===== src/rtl/hazard_ctrl_sb_if.sv =====
`default_nettype none
// ============================================================================
// hazard_ctrl_sb_if : ID/EX/CP0 control bundle for the hazard controller | rev 1.0
// ============================================================================
interface hazard_ctrl_sb_if #(
  parameter int REG_AW     = 5,
  parameter int INTR_LINES = 6,
  parameter int STALL_CW   = 16
);
  logic                  pause;
  logic                  id_valid;
  logic [REG_AW-1:0]     id_rs_addr;
  logic [REG_AW-1:0]     id_rt_addr;
  logic                  id_rs_en;
  logic                  id_rt_en;
  logic                  id_is_syscall;
  logic                  id_is_eret;
  logic                  id_is_branch;
  logic                  id_bpu_mispredict;
  logic                  ex_load;
  logic [REG_AW-1:0]     ex_regdst_addr;
  logic [INTR_LINES-1:0] intr;
  logic                  status_ie;
  logic                  status_exl;
  logic                  status_sys_en;
  logic [INTR_LINES-1:0] status_im;
  logic                  pa_pc_ifid;
  logic                  wash_ifid;
  logic                  pa_idexmemwr;
  logic                  wash_idex;
  logic                  cu_intr;
  logic [INTR_LINES-1:0] intr_cause;
  logic [STALL_CW-1:0]   stall_cycles;

  modport master (
    output pause, id_valid, id_rs_addr, id_rt_addr, id_rs_en, id_rt_en,
           id_is_syscall, id_is_eret, id_is_branch, id_bpu_mispredict,
           ex_load, ex_regdst_addr, intr, status_ie, status_exl,
           status_sys_en, status_im,
    input  pa_pc_ifid, wash_ifid, pa_idexmemwr, wash_idex, cu_intr,
           intr_cause, stall_cycles
  );

  modport slave (
    input  pause, id_valid, id_rs_addr, id_rt_addr, id_rs_en, id_rt_en,
           id_is_syscall, id_is_eret, id_is_branch, id_bpu_mispredict,
           ex_load, ex_regdst_addr, intr, status_ie, status_exl,
           status_sys_en, status_im,
    output pa_pc_ifid, wash_ifid, pa_idexmemwr, wash_idex, cu_intr,
           intr_cause, stall_cycles
  );
endinterface
`default_nettype wire


===== src/rtl/hazard_ctrl_sb.sv =====
`default_nettype none
// ============================================================================
// hazard_ctrl_sb : load scoreboard, interrupt latch and flush/stall priority | rev 1.0
// ============================================================================
module hazard_ctrl_sb #(
  parameter int REG_AW     = 5,
  parameter int LOAD_LAT   = 1,
  parameter int INTR_LINES = 6,
  parameter int STALL_CW   = 16
) (
  input  wire logic         clk,
  input  wire logic         rst_n,
  hazard_ctrl_sb_if.slave   bus
);
  localparam int c_NREG = 1 << REG_AW;
  localparam int c_SBW  = $clog2(LOAD_LAT + 1);
  localparam logic [c_SBW-1:0] c_SB_INIT = c_SBW'(LOAD_LAT - 1);

  logic [c_SBW-1:0]      r_sb [c_NREG];
  logic [INTR_LINES-1:0] r_pend;
  logic [INTR_LINES-1:0] r_cause;
  logic [STALL_CW-1:0]   r_stall;

  logic                  w_rs_busy;
  logic                  w_rt_busy;
  logic                  w_load_use;
  logic                  w_trap;
  logic                  w_irq;
  logic [INTR_LINES-1:0] w_taken;
  logic                  w_pa_pc;
  logic                  w_wash_if;
  logic                  w_pa_idex;
  logic                  w_wash_idex;
  logic                  w_cu_intr;

  // The EX-stage load itself counts as busy, so LOAD_LAT=1 needs no counter state.
  assign w_rs_busy = (bus.ex_load && bus.ex_regdst_addr == bus.id_rs_addr &&
                      bus.id_rs_addr != '0) || (r_sb[bus.id_rs_addr] != '0);
  assign w_rt_busy = (bus.ex_load && bus.ex_regdst_addr == bus.id_rt_addr &&
                      bus.id_rt_addr != '0) || (r_sb[bus.id_rt_addr] != '0);
  assign w_load_use = bus.id_valid && ((bus.id_rs_en && w_rs_busy) ||
                                       (bus.id_rt_en && w_rt_busy));
  assign w_trap  = (bus.status_sys_en && bus.id_is_syscall) || bus.id_is_eret;
  assign w_irq   = (|(r_pend & bus.status_im)) && bus.status_ie && !bus.status_exl;
  assign w_taken = r_pend & bus.status_im;

  always_comb begin
    w_pa_pc     = 1'b0;
    w_wash_if   = 1'b0;
    w_pa_idex   = 1'b0;
    w_wash_idex = 1'b0;
    w_cu_intr   = 1'b0;
    if (bus.pause) begin
      w_pa_pc   = 1'b1;
      w_pa_idex = 1'b1;
    end else if (w_load_use) begin
      w_pa_pc     = 1'b1;
      w_wash_idex = 1'b1;
    end else if (w_trap) begin
      w_wash_if = 1'b1;
    end else if (w_irq && bus.id_valid) begin
      w_wash_if = 1'b1;
      w_cu_intr = 1'b1;
    end else if (bus.id_is_branch && bus.id_bpu_mispredict) begin
      w_wash_if = 1'b1;
    end
  end

  always_ff @(posedge clk or negedge rst_n) begin
    if (!rst_n) begin
      for (int i = 0; i < c_NREG; i++) r_sb[i] <= '0;
    end else if (!bus.pause) begin
      for (int i = 1; i < c_NREG; i++) begin
        if (bus.ex_load && bus.ex_regdst_addr == REG_AW'(i))
          r_sb[i] <= c_SB_INIT;
        else if (r_sb[i] != '0)
          r_sb[i] <= r_sb[i] - c_SBW'(1);
      end
    end
  end

  // Pending bits keep latching while paused so a one-cycle pulse is never dropped.
  always_ff @(posedge clk or negedge rst_n) begin
    if (!rst_n) begin
      r_pend  <= '0;
      r_cause <= '0;
    end else begin
      r_pend <= (r_pend | bus.intr) & ~(w_cu_intr ? w_taken : '0);
      if (w_cu_intr) r_cause <= w_taken;
    end
  end

  always_ff @(posedge clk or negedge rst_n) begin
    if (!rst_n)
      r_stall <= '0;
    else if (!bus.pause && w_load_use && r_stall != '1)
      r_stall <= r_stall + STALL_CW'(1);
  end

  assign bus.pa_pc_ifid   = w_pa_pc;
  assign bus.wash_ifid    = w_wash_if;
  assign bus.pa_idexmemwr = w_pa_idex;
  assign bus.wash_idex    = w_wash_idex;
  assign bus.cu_intr      = w_cu_intr;
  assign bus.intr_cause   = r_cause;
  assign bus.stall_cycles = r_stall;
endmodule
`default_nettype wire


===== src/flat_wrapper.sv =====
// flat-port wrapper written by rule: the top's interface ports become plain ports
module hazard_ctrl_sb_flat 
#(
  parameter int REG_AW     = 5,
  parameter int LOAD_LAT   = 1,
  parameter int INTR_LINES = 6,
  parameter int STALL_CW   = 16
)
  (clk, rst_n, bus_pause, bus_id_valid, bus_id_rs_addr, bus_id_rt_addr, bus_id_rs_en, bus_id_rt_en, bus_id_is_syscall, bus_id_is_eret, bus_id_is_branch, bus_id_bpu_mispredict, bus_ex_load, bus_ex_regdst_addr, bus_intr, bus_status_ie, bus_status_exl, bus_status_sys_en, bus_status_im, bus_pa_pc_ifid, bus_wash_ifid, bus_pa_idexmemwr, bus_wash_idex, bus_cu_intr, bus_intr_cause, bus_stall_cycles);
  hazard_ctrl_sb_if #(.REG_AW(REG_AW), .INTR_LINES(INTR_LINES), .STALL_CW(STALL_CW)) bus_i ();
  input  wire logic clk;
  input  wire logic rst_n;
  input wire logic [$bits(bus_i.pause)-1:0] bus_pause;
  input wire logic [$bits(bus_i.id_valid)-1:0] bus_id_valid;
  input wire logic [$bits(bus_i.id_rs_addr)-1:0] bus_id_rs_addr;
  input wire logic [$bits(bus_i.id_rt_addr)-1:0] bus_id_rt_addr;
  input wire logic [$bits(bus_i.id_rs_en)-1:0] bus_id_rs_en;
  input wire logic [$bits(bus_i.id_rt_en)-1:0] bus_id_rt_en;
  input wire logic [$bits(bus_i.id_is_syscall)-1:0] bus_id_is_syscall;
  input wire logic [$bits(bus_i.id_is_eret)-1:0] bus_id_is_eret;
  input wire logic [$bits(bus_i.id_is_branch)-1:0] bus_id_is_branch;
  input wire logic [$bits(bus_i.id_bpu_mispredict)-1:0] bus_id_bpu_mispredict;
  input wire logic [$bits(bus_i.ex_load)-1:0] bus_ex_load;
  input wire logic [$bits(bus_i.ex_regdst_addr)-1:0] bus_ex_regdst_addr;
  input wire logic [$bits(bus_i.intr)-1:0] bus_intr;
  input wire logic [$bits(bus_i.status_ie)-1:0] bus_status_ie;
  input wire logic [$bits(bus_i.status_exl)-1:0] bus_status_exl;
  input wire logic [$bits(bus_i.status_sys_en)-1:0] bus_status_sys_en;
  input wire logic [$bits(bus_i.status_im)-1:0] bus_status_im;
  output wire logic [$bits(bus_i.pa_pc_ifid)-1:0] bus_pa_pc_ifid;
  output wire logic [$bits(bus_i.wash_ifid)-1:0] bus_wash_ifid;
  output wire logic [$bits(bus_i.pa_idexmemwr)-1:0] bus_pa_idexmemwr;
  output wire logic [$bits(bus_i.wash_idex)-1:0] bus_wash_idex;
  output wire logic [$bits(bus_i.cu_intr)-1:0] bus_cu_intr;
  output wire logic [$bits(bus_i.intr_cause)-1:0] bus_intr_cause;
  output wire logic [$bits(bus_i.stall_cycles)-1:0] bus_stall_cycles;
  assign bus_i.pause = bus_pause;
  assign bus_i.id_valid = bus_id_valid;
  assign bus_i.id_rs_addr = bus_id_rs_addr;
  assign bus_i.id_rt_addr = bus_id_rt_addr;
  assign bus_i.id_rs_en = bus_id_rs_en;
  assign bus_i.id_rt_en = bus_id_rt_en;
  assign bus_i.id_is_syscall = bus_id_is_syscall;
  assign bus_i.id_is_eret = bus_id_is_eret;
  assign bus_i.id_is_branch = bus_id_is_branch;
  assign bus_i.id_bpu_mispredict = bus_id_bpu_mispredict;
  assign bus_i.ex_load = bus_ex_load;
  assign bus_i.ex_regdst_addr = bus_ex_regdst_addr;
  assign bus_i.intr = bus_intr;
  assign bus_i.status_ie = bus_status_ie;
  assign bus_i.status_exl = bus_status_exl;
  assign bus_i.status_sys_en = bus_status_sys_en;
  assign bus_i.status_im = bus_status_im;
  assign bus_pa_pc_ifid = bus_i.pa_pc_ifid;
  assign bus_wash_ifid = bus_i.wash_ifid;
  assign bus_pa_idexmemwr = bus_i.pa_idexmemwr;
  assign bus_wash_idex = bus_i.wash_idex;
  assign bus_cu_intr = bus_i.cu_intr;
  assign bus_intr_cause = bus_i.intr_cause;
  assign bus_stall_cycles = bus_i.stall_cycles;
  hazard_ctrl_sb #(.REG_AW(REG_AW), .LOAD_LAT(LOAD_LAT), .INTR_LINES(INTR_LINES), .STALL_CW(STALL_CW)) u_core (.clk(clk), .rst_n(rst_n), .bus(bus_i));
endmodule

===== config.mk =====
export PLATFORM = sky130hd
export DESIGN_NAME = hazard_ctrl_sb_flat
export DESIGN_NICKNAME = d
export VERILOG_FILES = /design/src/rtl/hazard_ctrl_sb_if.sv /design/src/rtl/hazard_ctrl_sb.sv /design/src/flat_wrapper.sv
export SDC_FILE = /design/constraint.sdc
export NUM_CORES = 1
export LEC_CHECK = 0
export CAP_MARGIN = 20
export CORE_ASPECT_RATIO = 1.25
export CORE_MARGIN = 10
export CORE_UTILIZATION = 37
export DETAILED_ROUTE_END_ITERATION = 12
export HOLD_SLACK_MARGIN = 0.03
export PLACE_DENSITY = 0.76
export SYNTH_ARGS = -nofsm -noshare
export SYNTH_HDL_FRONTEND = slang
export SYNTH_SLANG_ARGS = --single-unit

===== constraint.sdc =====
create_clock -name clk -period 2.36 [get_ports clk]
set_input_delay 0.59 -clock clk [delete_from_list [all_inputs] [get_ports clk]]
set_output_delay 0.59 -clock clk [all_outputs]
set_load 0.01 [all_outputs]

==> results.md <==
* Xor and xnor fraction of the mapped netlist area at 12.71%
* Max-Cap Viols at 0
* IO Count at 68
* Vias in the first global route at 1471
* Hold-critical path depth at 1
* Crit Path Class: primary input to output port
* Number of antenna diodes at 0
* First-pass GRT wire length at 7486 um
* Vias/cell at 4.826
* Synth Net Count at 185
* Antenna violations before repair at 0
* Post-DR wirelength/cell at 15.17 um
* Layout Nets at 277
* Final core utilization at approximately 66%
* Worst slew pin tran at 0.3615 ns
* CP Capture Type: output port
* Sink Count at 28
* Hold path endpoint: u_core.r_pend[3]
* Failing checks: negative setup slack
* Crit start category: primary input
* CTS tree: done
* Layout fillers at between 300 and 400
* Dpl ws at -0.9095 ns
* Final worst slack at -0.08255 ns
* Row cnt at 25
* Fmax at 409.4 MHz
* Synth top area share at a little under 50%
* Post-Synthesis Cells at 143
* Slew Limit Fails at 0
* Warnings from Yosys at 1
* Power Density at 472.3 mW/mm^2
* Clock Latency Late Sink at 0.28 ns
* Post-route ant nets at 0
* Post-synth cell types at 29
* Largest net degree at the start of global routing at 29
* Clock-pin slew on the worst setup and hold paths at ~0.10 ns
* R2R depth at 7
* RSZ-0062 raised after global routing: true
* Die area at 0.006830 mm^2
* Pleak at 1.091 nW
* Final setup violation count at 2
* Area delta synth->final at 73.38%
* Synth Area in Adders at 0.8643%
* Num CTS Buffers at 3
* Synth Cell Area at 0.001448 mm^2
* Synthesis-stage register bit count at 28
* Max IR drop VDD at 0.0003017 V
* Status: finished with violations
* Sequential area share after synthesis at 48.40%
* Die height at roughly 90 um
* Drt first pass iters at 4
* Placed cell areas at 0.002286 mm^2
* Worst reg2reg startpoint: u_core.bus.stall_cycles[0]
* Post-synthesis compound-gate area fraction at 6.914%
* Simple-Gate Fraction of Synth Area at a little over a fifth
* Hold buffers post-CTS at 0
* Final Hold Vio Count at 0
* Post-synthesis mux area share at 6.482%
* Layout Cells excl Fill at 288
* Share of cells above drive strength 1 at approximately 27%
* Reg2Reg Setup Slack at 0.35 ns
* Reg2Reg Capture Point: u_core.bus.stall_cycles[1]
* H-tree levels at 1
* Largest family of logic cells by synthesized area: simple AND/OR/NAND/NOR gates
* Initial Utilization at a little under two fifths
* Largest cells by area after synthesis: dfrtp_1 48%, xnor2_1 9.7%, nand4_1 4.3%
* CP required at 1.77 ns
* Final instance area at between 0.002 and 0.003 mm^2
* Hold Crit Start: u_core.r_pend[3]
* Grt ovf at 0
* Relative slew slack at 75.90%
* Synth area leader: dfrtp_1
* Post-Synthesis Mean Instance Area at 10.12 um^2
* Final HPWL DP at roughly 3400 um
* Final WL at 4370 um
* Drt initial violations at 27
* Clock Skews at 0.003155 ns
* Clock period minus worst slack at approximately 2.4 ns
* Clock root cell: clkbuf_8
* Chip Width at between 70 and 80 um
* Post-Place Cells at 277
* Routed via count at 1390
* PortBufs at between 60 and 70
* Critical Path AT at 1.85 ns
* Core Area at 0.003785 mm^2
* Clock buffer depth at 2
* GRT Overall Usage at 13.04%
* Final Wtd Congestion at 0.8284
* Residual DRC at 0
* Min-Delay Path Class: register to register
* Crit share post-route at 103.5%
* Crit-path max FO at 2
-- per-layer routing --
metal  GRT usage (%)  up-vias  share of wire [%]  wire length, um
met2           20.67       50                 47             2070
met3           3.884        4                7.8              340
met1           16.75      653                 44             1916
li1                -      683                  -                -
met5               0        -                  0                0
met4           3.323        0               0.96               42
-- layout make-up --
type | instances | area (um^2) | area share [%]
Timing Repair Buffer | 90 | 800.8 | 31.90
Sequential cell | 28 | 700.7 | 27.92
Clock buffer | 3 | 41.29 | 1.645
Inverter | 8 | 30.03 | 1.196
Clock inverter | 1 | 30.03 | 1.196
Tap cell | 54 | 67.56 | 2.692
Multi-Input combinational cell | 104 | 839.6 | 33.45
-- cells in the mapped netlist --
master    number
mux2_1         3
and2_1         2
a211oi_2       1
xor2_1         5
o41ai_1        1
buf_4          2
ha_1           1
nand4_1       10
dfrtp_1       28
and3b_1        2
xnor2_1       16
nand3_1        9
or2_2          1
a211o_1        1
o21ai_0        1
nand4b_1       1
or3b_1         1
a21oi_1        2
buf_2          1
nor4_1         2
o2111a_1       1
and3_1         3
nand2b_1       1
nand2_1       16
inv_1          8
nor2_1        10
a31oi_1        7
nor3_2         1
mux2i_1        6
-- through the flow --
stage	hold WS, ns	power, W	TNS [ns]
CTS	0.4968	0.001180	-0.07303
global placement	0.4749	0.0007965	-9.890
global route	0.5136	0.001250	-0.2675
detailed placement	0.4819	0.0007996	-9.857
floorplan	0.2944	0.0006158	0
finish	0.4929	0.001185	-0.1568
-- cell families after synthesis --
group,after synthesis
compound gates,14
xor+xnor,21
mux,9
fa+ha+maj,1
simple gates,59
flops,28
buf+inv,11
-- worst max-delay path: stages --
cell	delay, ns
buf_2	0.12
xnor2_1	0.14
nand3_1	0.13
a211o_1	0.33
buf_4	0.15
buf_6	0.11
a21oi_4	0.16
buf_6	0.12
-- power by group --
part	internal, W	switching (W)
Sequential	0.000512	0.0000218
Combinational	0.000158	0.000112
Clock	0.000227	0.000154
-- layout by cell type, fill, tap and decap left out, types with 3 or more instances in the layout --
master           instances
buf_4                   20
buf_6                    8
xnor2_2                  3
nand4_1                 10
clkbuf_8                 3
a31oi_1                  7
xnor2_1                 13
and3_1                   3
mux2_1                   3
clkdlybuf4s50_1         37
mux2i_1                  6
buf_2                    9
nor2_1                   9
nand3_1                  7
dfrtp_1                 28
nand2_1                 15
inv_1                    8
dlygate4sd2_1           12
-- registers in the layout, summed over array words and instances, names as in the netlist --
signal / flops
u_core.bus.stall_cycles: 16
u_core.r_pend: 6
u_core.bus.intr_cause: 6
-- repair_timing --
item                                    4_1_cts  5_1_grt
pin swaps                                    24       17
endpoints found under the setup margin       20        9
gates resized for setup                      94       28
setup buffers                                 6        1
-- worst max-delay path by stage --
stage	start	endpoint	slack, ns	cells past startpoint
final	bus_ex_regdst_addr[3]	bus_wash_idex	-0.08	8
after floorplan	bus_id_rt_addr[0]	bus_wash_ifid	0.01	5
after CTS	bus_id_rt_addr[0]	bus_wash_ifid	-0.05	7
after global placement	bus_id_rt_addr[0]	bus_wash_ifid	-0.89	7
after detailed placement	bus_id_rt_addr[0]	bus_wash_ifid	-0.91	7
after global routing	bus_ex_regdst_addr[3]	bus_wash_idex	-0.12	8
(Power assumes the default switching activity.)
